**config.mk**
```make
export PLATFORM = sky130hd
export DESIGN_NAME = arb_client_bank_flat
export DESIGN_NICKNAME = d
export VERILOG_FILES = /design/src/rtl/arb_client_bank_if.sv /design/src/rtl/arb_client_bank.sv /design/src/flat_wrapper.sv
export SDC_FILE = /design/constraint.sdc
export NUM_CORES = 1
export LEC_CHECK = 0
export ABC_AREA = 0
export CAP_MARGIN = 20
export CORE_UTILIZATION = 45
export CTS_CLUSTER_SIZE = 8
export DETAILED_ROUTE_END_ITERATION = 8
export PLACE_DENSITY = 0.67
export SYNTH_ARGS = -nofsm -noshare
export SYNTH_HDL_FRONTEND = slang
export SYNTH_SLANG_ARGS = --single-unit
```
**constraint.sdc**
```tcl
create_clock -name clock -period 10.3 [get_ports clock]
set_clock_uncertainty 0.15 [all_clocks]
set_input_delay 1.545 -clock clock [delete_from_list [all_inputs] [get_ports clock]]
set_output_delay 1.545 -clock clock [all_outputs]
set_load 0.03 [all_outputs]
```
**src/rtl/arb_client_bank_if.sv**
```systemverilog
// Handshake bundle between an arbiter-side driver (master) and the client job bank (slave).
// Count width follows the bank's per-client job capacity.
interface arb_client_bank_if #(
    parameter int CLIENTS = 32,
    parameter int DEPTH   = 4
);
    localparam int CW = $clog2(DEPTH + 1);

    logic [CLIENTS-1:0]    push;
    logic [CLIENTS-1:0]    grant;
    logic                  stall;
    logic                  clear;
    logic [CLIENTS-1:0]    request;
    logic [CLIENTS*CW-1:0] count;
    logic [CLIENTS-1:0]    starved;
    logic [CLIENTS-1:0]    overflow;
    logic                  protocol_err;

    modport master (
        output push, grant, stall, clear,
        input  request, count, starved, overflow, protocol_err
    );

    modport slave (
        input  push, grant, stall, clear,
        output request, count, starved, overflow, protocol_err
    );
endinterface

```
**src/rtl/arb_client_bank.sv**
```systemverilog
// Per-client job queues feeding a round-robin arbiter, with sticky monitors for
// starvation, dropped pushes and illegal grants.
module arb_client_bank #(
    parameter int CLIENTS  = 32,
    parameter int DEPTH    = 4,
    parameter int MAX_WAIT = 31
) (
    input  logic               clock,
    input  logic               reset,
    arb_client_bank_if.slave   bus
);
    localparam int CW = $clog2(DEPTH + 1);
    localparam int WW = $clog2(MAX_WAIT + 2);
    localparam logic [CW-1:0] FULL_COUNT = CW'(DEPTH);
    localparam logic [WW-1:0] WAIT_LIMIT = WW'(MAX_WAIT + 1);

    logic [CW-1:0]         r_count [CLIENTS];
    logic [WW-1:0]         r_wait  [CLIENTS];
    logic [CLIENTS-1:0]    r_starved;
    logic [CLIENTS-1:0]    r_overflow;
    logic                  r_protocolErr;

    logic [CLIENTS-1:0]    w_request;
    logic [CLIENTS-1:0]    w_acc;
    logic [CLIENTS-1:0]    w_full;
    logic [CLIENTS-1:0]    w_pushKept;
    logic [CLIENTS-1:0]    w_drop;
    logic [CLIENTS-1:0]    w_starveSet;
    logic [CW-1:0]         w_countNext [CLIENTS];
    logic [WW-1:0]         w_waitNext  [CLIENTS];
    logic [CLIENTS*CW-1:0] w_countPacked;
    logic                  w_multiGrant;
    logic                  w_orphanGrant;

    always_comb begin
        w_request     = '0;
        w_countPacked = '0;
        for (int i = 0; i < CLIENTS; i++) begin
            w_request[i]                = (r_count[i] != '0);
            w_countPacked[i*CW +: CW]   = r_count[i];
        end
    end

    // A push is kept when there is room, or when an accept frees a slot in the same cycle.
    always_comb begin
        w_acc         = '0;
        w_full        = '0;
        w_pushKept    = '0;
        w_drop        = '0;
        w_starveSet   = '0;
        w_countNext   = '{default: '0};
        w_waitNext    = '{default: '0};
        w_multiGrant  = 1'b0;
        w_orphanGrant = 1'b0;
        for (int i = 0; i < CLIENTS; i++) begin
            w_full[i]      = (r_count[i] == FULL_COUNT);
            w_acc[i]       = bus.grant[i] & w_request[i] & ~bus.stall;
            w_pushKept[i]  = bus.push[i] & (~w_full[i] | w_acc[i]);
            w_drop[i]      = bus.push[i] & w_full[i] & ~w_acc[i];
            w_countNext[i] = r_count[i] + CW'(w_pushKept[i]) - CW'(w_acc[i]);
            if (!w_request[i] || w_acc[i])
                w_waitNext[i] = '0;
            else if (bus.stall || r_wait[i] == WAIT_LIMIT)
                w_waitNext[i] = r_wait[i];
            else
                w_waitNext[i] = r_wait[i] + 1'b1;
            // Flag only on the transition into saturation so a clear stays effective.
            w_starveSet[i] = (w_waitNext[i] == WAIT_LIMIT) && (r_wait[i] != WAIT_LIMIT);
        end
        w_multiGrant  = (bus.grant & (bus.grant - CLIENTS'(1))) != '0;
        w_orphanGrant = |(bus.grant & ~w_request);
    end

    always_ff @(posedge clock) begin
        if (!reset) begin
            for (int i = 0; i < CLIENTS; i++) begin
                r_count[i] <= '0;
                r_wait[i]  <= '0;
            end
            r_starved     <= '0;
            r_overflow    <= '0;
            r_protocolErr <= 1'b0;
        end else begin
            for (int i = 0; i < CLIENTS; i++) begin
                r_count[i] <= w_countNext[i];
                r_wait[i]  <= w_waitNext[i];
            end
            // Set conditions take priority over clear.
            r_starved     <= w_starveSet | (r_starved & ~{CLIENTS{bus.clear}});
            r_overflow    <= w_drop | (r_overflow & ~{CLIENTS{bus.clear}});
            r_protocolErr <= w_multiGrant | w_orphanGrant | (r_protocolErr & ~bus.clear);
        end
    end

    assign bus.request      = w_request;
    assign bus.count        = w_countPacked;
    assign bus.starved      = r_starved;
    assign bus.overflow     = r_overflow;
    assign bus.protocol_err = r_protocolErr;
endmodule

```
**src/flat_wrapper.sv**
```systemverilog
// flat-port wrapper written by rule: the top's interface ports become plain ports
module arb_client_bank_flat 
#(
    parameter int CLIENTS  = 32,
    parameter int DEPTH    = 4,
    parameter int MAX_WAIT = 31
)
  (clock, reset, bus_push, bus_grant, bus_stall, bus_clear, bus_request, bus_count, bus_starved, bus_overflow, bus_protocol_err);
  arb_client_bank_if #(.CLIENTS(CLIENTS), .DEPTH(DEPTH)) bus_i ();
  input  logic clock;
  input  logic reset;
  input wire logic [$bits(bus_i.push)-1:0] bus_push;
  input wire logic [$bits(bus_i.grant)-1:0] bus_grant;
  input wire logic [$bits(bus_i.stall)-1:0] bus_stall;
  input wire logic [$bits(bus_i.clear)-1:0] bus_clear;
  output wire logic [$bits(bus_i.request)-1:0] bus_request;
  output wire logic [$bits(bus_i.count)-1:0] bus_count;
  output wire logic [$bits(bus_i.starved)-1:0] bus_starved;
  output wire logic [$bits(bus_i.overflow)-1:0] bus_overflow;
  output wire logic [$bits(bus_i.protocol_err)-1:0] bus_protocol_err;
  assign bus_i.push = bus_push;
  assign bus_i.grant = bus_grant;
  assign bus_i.stall = bus_stall;
  assign bus_i.clear = bus_clear;
  assign bus_request = bus_i.request;
  assign bus_count = bus_i.count;
  assign bus_starved = bus_i.starved;
  assign bus_overflow = bus_i.overflow;
  assign bus_protocol_err = bus_i.protocol_err;
  arb_client_bank #(.CLIENTS(CLIENTS), .DEPTH(DEPTH), .MAX_WAIT(MAX_WAIT)) u_core (.clock(clock), .reset(reset), .bus(bus_i));
endmodule
```
## Yosys cells after proc, flatten, opt, wreduce, memory -nomap -nowiden

Memories as Yosys holds them, arrays and structs flattened.
Cells that the tools add are included.

| word-level totals | value |
|---|---|
| register bits after elaboration | 65 |
| output and inout port bits | 193 |
| memories | 2 |
| RAM bits | 288 |

Memories:

| name | words | width | rd ports | clocked after memory_dff | wr ports | RTL line | text |
|---|---|---|---|---|---|---|---|
| u_core.r_wait | 32 | 6 | 32 | 0 | 32 | arb_client_bank.sv:18 | `logic [WW-1:0] r_wait [CLIENTS];` |
| u_core.r_count | 32 | 3 | 32 | 0 | 32 | arb_client_bank.sv:17 | `logic [CW-1:0] r_count [CLIENTS];` |

| operators by class | value |
|---|---|
| bitwise operators | 333 |
| reductions and logical operators | 162 |
| multiplexer cells | 130 |
| equal/unequal tests | 128 |
| add/sub/neg operators | 97 |

Operators by type and width:

| kind | number |
|---|---|
| $mux W6 | 96 |
| $eq A6 B6 Y1 const B | 64 |
| $add A6 B1 Y6 const B | 32 |
| $ne A6 B6 Y1 const B | 32 |
| $and A1 B1 Y1 | 161 |
| $and A32 B32 Y32 | 4 |
| $or A1 B1 Y1 | 98 |
| $add A3 B1 Y3 | 32 |
| $eq A3 B3 Y1 const B | 32 |
| $mux W3 | 32 |
| $reduce_bool A3 Y1 | 32 |
| $sub A3 B1 Y3 | 32 |
| $not A1 Y1 | 66 |
| $logic_or A1 B1 Y1 | 64 |
| $not A32 Y32 | 2 |
| $or A32 B32 Y32 | 2 |
| $logic_and A1 B1 Y1 | 32 |
| $logic_not A1 Y1 | 32 |
| $reduce_bool A32 Y1 | 1 |
| $reduce_or A32 Y1 | 1 |
| $sub A32 B1 Y32 const B | 1 |
| $mux W1 | 2 |

## Longest topological paths before layout

Gate-level depths: netlist (run 1).

| depth | value |
|---|---|
| word-level depth | 8 |
| mapped depth | 16 |
| gate-level depth less buffers | 11 |

## Worst setup path before layout (run 1)

OpenSTA, ideal clock, no wires.

| path | value |
|---|---|
| path kind | input to register |
| start | input port bus_stall |
| end | memory u_core.r_count[29][2] (netlist bit) |
| arrival time | 4.071 ns |
| path buffers | 5 |
| stages on the path | 16 |
| path slack | 5.951 ns |
| path through | buf_2 > inv_2 > clkbuf_1 > clkbuf_1 > buf_2 > buf_2 > nand2_1 > nor2_1 > ha_1 > inv_1 > ha_1 > inv_1 > fa_1 > xor2_1 > xnor2_1 > nor2_1 |

RTL lines:

| element | RTL line | text |
|---|---|---|
| start: declaration | flat_wrapper.sv:14 | `input wire logic [$bits(bus_i.stall)-1:0] bus_stall;` |
| end: declaration | arb_client_bank.sv:17 |  |

==> results.md, run 1 <==
- GRT Max-Usage Layer: met2
- Compound-Gate Fraction of Synth Area: 11.4%
- Top FF cell, synth: dfxtp_1
- Data arrival time of the worst path: approximately 4.7 ns
- Total clock sinks: between 300 and 400
- First-pass GRT wire length: about 89000 um
- Overall routing resource usage: 25.0%
- Net Count, Synth: ~2.6k
- CTS tree: built
- RePlAce Congestion: 0.885
- Multiplexer share of the synthesized area: less than 1%
- Power per Cell Area: roughly 240 nW/um^2
- Root buf cell: clkbuf_16
- FF+latch count, synth: 353
- Final setup violating endpoints: 0
- TritonRoute pass-1 iters: 6
- Worst setup SP type: input port
- Fin. Hold Viols: 0
- Synth top area share: 35.8%
- Maximum fanout along the worst path: roughly 70
- Max Cap Viol: 0
- Total gr overflow: 0
- Hpwl dp: 40800 um
- Adder-cell area share of the yosys netlist: 11.8%
- Register area share after synthesis: a little over a third
- Warnings from Yosys: 0
- Hold Crit Class: flop to flop
- Setup slack at placement: approximately 5.3 ns
- GR Util met3: about 4.1%
- Run status: completed
- Met2 Track Usage GR: 43.1%
- Worst Setup Slack, final: about 6 ns
- Post-synth EDFFs: 0
- Setup bufs post-CTS: 0
- Drt first-iter violations: ~1.0k
- Period Utilization, post-route: between 40 and 50%
- Largest family of logic cells by synthesized area: simple AND/OR/NAND/NOR gates
- Die X: 211 um
- Vias in the first global route: between 15k and 20k
- Yosys top cell by area: dfxtp_1
- # H-tree levels: 2
- Measured slew at the worst slew-check pin: approximately 1.1 ns
- CTS Hold Bufs: 0
- Min cycle time layout: around 4.4 ns
- Most frequent cells after synthesis: nor2_1 (377), dfxtp_1 (353), inv_1 (242)
- Share of cells above drive strength 1: about 3.1%
- Ranking of synthesized cells by area: dfxtp_1 (36%), ha_1 (8.1%), nor2_1 (7.2%), xnor2_1 (5.5%), xor2_1 (5.2%)
- Maximum vdd ir drop: between 0.15 and 0.2 mV
- Worst EP required: 10.58 ns
- Layout area overhead: 22.6%
- Slew headroom: around 28%
- GR Layer Usage met1: a little under a third
- Tot Pwr: 5.76 mW
- Largest net degree at the start of global routing: 73
- Synth unique cells: a little under 70
- Crit. End Element: flop
- Synth Instances: approximately 2.4k
- # DRC: 0
- Mapped cell area: around 20000 sq um
- IO buf count: 260
- Total Routed Length: ~56000 um
- Cell with the most instances after synthesis: nor2_1
- CTS max path bufs: 3
- Post-synthesis simple-gate area fraction: between 20% and 30%
- Routed len/inst: 17.2 um
- Fin cells: between 3k and 4k
- IO Pins: 261
- Antenna-violating nets left: 0
- Critical path class: input port to flop
- Core Box Area: around 43000 sq um
- Worst-path clk slew: about 0.050 ns
- Final Max Tran Viols: 0
- Avg Cell Area, Syn: 8.21 sq um
- # nets final: a little under 3k
- Num rows: between 70 and 80
- DR vias/cell: around 5.4
- Design area: around 24000 sq um
- Leakage: roughly 9.4 nW
- Post-CTS Resized: 0
- Async set-reset flop share out of synthesis: 0%
- DR vias: between 15k and 20k
- Die Span Y: ~210 um
- F_max: around 230 MHz
- Worst-Skew Late Latency: 0.58 ns
- Die ar.: approximately 45000 sq um
- DP Area: about 23000 sq um
- Placed cells: 3192
- RSZ-0062 raised after global routing: no
- Initial core utilization: between 40 and 50%
- CTS Buf Count: 50
- Post-Synth XOR/XNOR Area: a little over a tenth
- Setup TNS: 0 ns
- Initial antenna violation count: 3
==> layout by cell type, fill, tap and decap left out, drive strengths merged, types with 9 or more instances in the layout <==
cell	Yosys	routed
nand2	175	175
nor4	14	14
a31oi	61	61
nor3	86	86
xnor2	124	124
fa	32	32
o31ai	9	9
or3	17	17
inv	243	244
and3	22	22
buf	15	13
nand2b	11	11
nand3	77	77
clkdlybuf4s50	0	258
mux2i	15	15
o21ai	44	44
nor2b	23	23
maj3	9	9
nor2	377	377
nor3b	9	9
a22oi	14	14
nand4	56	56
ha	127	127
dfxtp	353	353
a32o	23	23
nand3b	9	9
and2	44	44
xor2	117	117
a21oi	122	122
clkbuf	53	52
==> worst paths after layout <==
kind              slack [ns]  cells after the start                      to              startpoint
setup / recovery        5.88                     13   u_core.r_count[20][2]               bus_stall
hold / removal          0.31                      1  u_core.bus.overflow[1]  u_core.bus.overflow[1]
setup reg to reg        7.39                     10   u_core.r_count[21][2]   u_core.r_count[21][1]
hold reg to reg         0.31                      1  u_core.bus.overflow[1]  u_core.bus.overflow[1]
==> cells by family (layout without fill, tap and decap cells) <==
kind of cell | Yosys count | after routing
adders and majority gates | 168 | 168
xor gates and xnor gates | 241 | 241
DFF | 353 | 353
other | 0 | 3
and+or+nand+nor | 968 | 968
buffers and inverters | 311 | 568
AOI/OAI and AO/OA | 348 | 348
muxes | 15 | 15
==> stage by stage <==
step           utilization, %  hold slack [ns]
2_1_floorplan               -            0.327
3_3_place_gp             53.0            0.299
3_5_place_dp             53.0            0.305
4_1_cts                  56.0            0.316
5_1_grt                  56.0            0.325
6_report                 56.0            0.313
==> registers in the layout, summed over array words and instances, names as in the netlist <==
signal and cells:
u_core.r_count 96, u_core.bus.protocol_err 1, u_core.bus.starved 32, u_core.r_wait 192, u_core.bus.overflow 32
==> layer usage <==
layer,vias to the layer above,part of all wire (%)
li1,8645,-
met1,8423,42
met2,468,48
met3,138,5.6
met4,0,4.2
met5,-,0
==> area by class of cell <==
class | count | area (sq um)
Antenna cell | 3 | 7.51
Clock buffer | 52 | 1280
Clock inverter | 2 | 17.5
Fill cell | 3985 | 19000
Inverter | 243 | 915
Multi-Input combinational cell | 1740 | 11500
Sequential cell | 353 | 7070
Tap cell | 585 | 732
Timing Repair Buffer | 271 | 2680
==> critical path: stages <==
cell     delay [ns]
buf_4          0.28
inv_2          0.30
buf_4          0.72
nand2_1        0.37
nor2_1         0.19
ha_1           0.24
inv_1          0.06
ha_1           0.14
inv_1          0.05
fa_1           0.37
xor2_1         0.17
xnor2_1        0.14
nor2_1         0.05
==> where the power goes <==
part	leakage [nW]	switching, mW	internal (mW)
registers	2.87	0.257	1.56
clock network	0.638	0.585	0.863
logic	5.93	1.52	0.975
total	9.44	2.36	3.40
No activity file was read; power rests on OpenSTA's default activity.
==> run 2: changes to the inputs <==
--- a/config.mk
+++ b/config.mk
@@ -10,7 +10,7 @@
 export CORE_UTILIZATION = 45
 export CTS_CLUSTER_SIZE = 8
 export DETAILED_ROUTE_END_ITERATION = 8
-export PLACE_DENSITY = 0.67
+export PLACE_DENSITY = 0.7
 export SYNTH_ARGS = -nofsm -noshare
 export SYNTH_HDL_FRONTEND = slang
 export SYNTH_SLANG_ARGS = --single-unit
==> constraint.sdc (replaced) <==
create_clock -name clock -period 3.5 [get_ports clock]
set_clock_uncertainty 0.15 [all_clocks]
set_input_delay 0.525 -clock clock [delete_from_list [all_inputs] [get_ports clock]]
set_output_delay 0.525 -clock clock [all_outputs]
set_load 0.03 [all_outputs]
==> run 2 against run 1 <==
Compared with the run above:
- combinational power rose to 2.9 times the previous value
- final cell count is 0.40% higher
- non-clock buffer count grew 12
- highest routed layer is now met5
- register-to-register slack got worse by 6.8 ns
- hold slack got worse by 0.0031 ns
- largest cell class unchanged
- critical endpoint is now bus_request[9]
- via count grew 0.19%
- die area unchanged
==> results.md, run 2 (synthesized netlist as in run 1, its figures left out) <==
- IO buf count: 260 (unchanged)
- Hpwl dp: 41100 um (+0.57%)
- Fin cells: 3262 (+0.40%)
- Slew headroom: 32.7% (+5.0 points)
- Hold Crit Class: flop to flop
- Data arrival time of the worst path: 2.58 ns (-2.12 ns)
- Post-CTS Resized: 0 (unchanged)
- Maximum vdd ir drop: 0.561 mV (+240%)
- # DRC: 0 (unchanged)
- Root buf cell: clkbuf_16
- Final Max Tran Viols: 0 (unchanged)
- DR vias: 17.7k (+0.19%)
- Placed cells: 3204 (+0.38%)
- RSZ-0062 raised after global routing: no
- CP bufs+invs: 2 (-3)
- CTS Hold Bufs: 0 (unchanged)
- Setup bufs post-CTS: 0 (unchanged)
- Share of cells above drive strength 1: 3.55% (+0.43 points)
- Worst setup SP type: flop
- Crit path cell chain: nor3_1 -> inv_1 -> clkdlybuf4s50_1
- Power per Cell Area: 694 nW/um^2 (+190%)
- Antenna-violating nets left: 0 (unchanged)
- TritonRoute pass-1 iters: 7 (+1)
- Total gr overflow: 0 (unchanged)
- Core Box Area: 43200 sq um (unchanged)
- Worst-Skew Late Latency: 0.58 ns (about the same)
- Design area: 24400 sq um (+0.84%)
- Slowest CP cell: nor3_1
- Initial antenna violation count: 4 (+1)
- Total clock sinks: 353 (unchanged)
- Max reg flops: 192 (unchanged)
- Initial core utilization: 45.7% (unchanged)
- Num rows: 76 (unchanged)
- Critical path class: flop to output pin
- Worst-path clk slew: 0.05 ns (about the same)
- Crit. End Element: output pin
- IO Pins: 261 (unchanged)
- Slowest stage delay, CP: 0.79 ns (+0.07 ns)
- Die ar.: 44700 sq um (unchanged)
- DR vias/cell: 5.43 (-0.21%)
- Period Utilization, post-route: slightly above 90%
- Commonest non-fill, non-tap cell in the layout: nor2_1
- Final setup violating endpoints: 0 (unchanged)
- DP Area: 23100 sq um (+0.78%)
- # H-tree levels: 2 (unchanged)
- Overall routing resource usage: 25.1% (+0.050 points)
- Largest net degree at the start of global routing: 111 (+52%)
- Fin. Hold Viols: 0 (unchanged)
- Run status: completed
- Worst EP required: 2.82 ns (-7.76 ns)
- Worst Setup Slack, final: 0.242 ns (-5.64 ns)
- Maximum fanout along the worst path: 5 (-93%)
- Min cycle time layout: roughly 3.3 ns
- F_max: 307 MHz
- Routed len/inst: 17.1 um (-0.96%)
- Setup slack at placement: 0.347 ns (-4.97 ns)
- Setup TNS: 0 ns (unchanged)
- First-pass GRT wire length: 89300 um (+0.66%)
- CTS tree: built
- Measured slew at the worst slew-check pin: 1.00 ns (-0.0740 ns)
- Die X: 211 um (unchanged)
- Die Span Y: 211 um (unchanged)
- # nets final: 2898 (+0.42%)
- CP top delay family: buffers and inverters
- Max Cap Viol: 0 (unchanged)
- Most frequent cells in the layout: nor2_1 (376), dfxtp_1 (353), clkdlybuf4s50_1 (258)
- RePlAce Congestion: 0.876 (-1.0%)
- CTS Buf Count: 50 (unchanged)
- Top Registers: u_core.r_wait x192, u_core.r_count x96
- CTS max path bufs: 3 (unchanged)
- Layout area overhead: 23.6%
- Total Routed Length: 55700 um (-0.56%)
- Largest Register: u_core.r_wait
- Vias in the first global route: 17.5k (+2.7%)
- Drt first-iter violations: 1252 (+20%)
- Leakage: 9.54 nW (+1.1%)
-- run 2: cell types whose count changed in the layout (fill, tap and decap cells not counted), sizes merged --
cell    before  now
bufinv       0    1
diode        3    2
clkinv       1    0
clkbuf      52   54
buf         13   25
-- run 2: report_power, final --
group | internal, mW | switching [mW]
logic | 2.85 | 4.40
registers | 4.60 | 0.761
clock network | 2.62 | 1.71
total | 10.1 | 6.87
-- run 2: final timing paths --
| path | from | endpoint | slack (ns) | cells after the start |
|---|---|---|---|---|
| worst max-delay path | u_core.r_count[9][1] | bus_request[9] | 0.24 | 3 |
| worst min-delay path | u_core.bus.overflow[13] | u_core.bus.overflow[13] | 0.31 | 2 |
| worst max register to register | u_core.r_count[21][1] | u_core.r_count[21][2] | 0.58 | 10 |
| worst min register to register | u_core.bus.overflow[13] | u_core.bus.overflow[13] | 0.31 | 2 |
-- run 2: final cells by class --
cell class	count	area [sq um]
sequential	353	7070
fill	3938	18800
clock buffer	54	1290
antenna	2	5.00
timing repair buffer	283	2860
inverter	243	915
tap	585	732
clock inverter	2	38.8
multi-input combinational	1740	11500
-- run 2: metrics by stage --
stage          total power, mW  util, %  hold WS (ns)
2_1_floorplan             9.83        -         0.327
3_3_place_gp              12.5     53.4         0.298
3_5_place_dp              12.7     53.4         0.301
4_1_cts                   17.1     56.5         0.315
5_1_grt                   18.0     56.5         0.328
6_report                  16.9     56.5         0.310
-- run 2: metal layers --
metal	up-vias	routed length [um]	global-route usage [%]
li1	8680	-	-
met4	4	1910	10.3
met3	118	3610	5.36
met5	-	22	0
met1	8423	23100	29.9
met2	482	27100	43.5
-- run 2: worst register-to-register path, stage by stage, from the launching register on --
cell and delay [ns]:
dfxtp_1 0.37, nor3_1 0.84, nor2_1 0.14, ha_1 0.31, inv_1 0.05, ha_1 0.14
inv_1 0.05, fa_1 0.38, xor2_1 0.18, xnor2_1 0.14, nor2_1 0.05
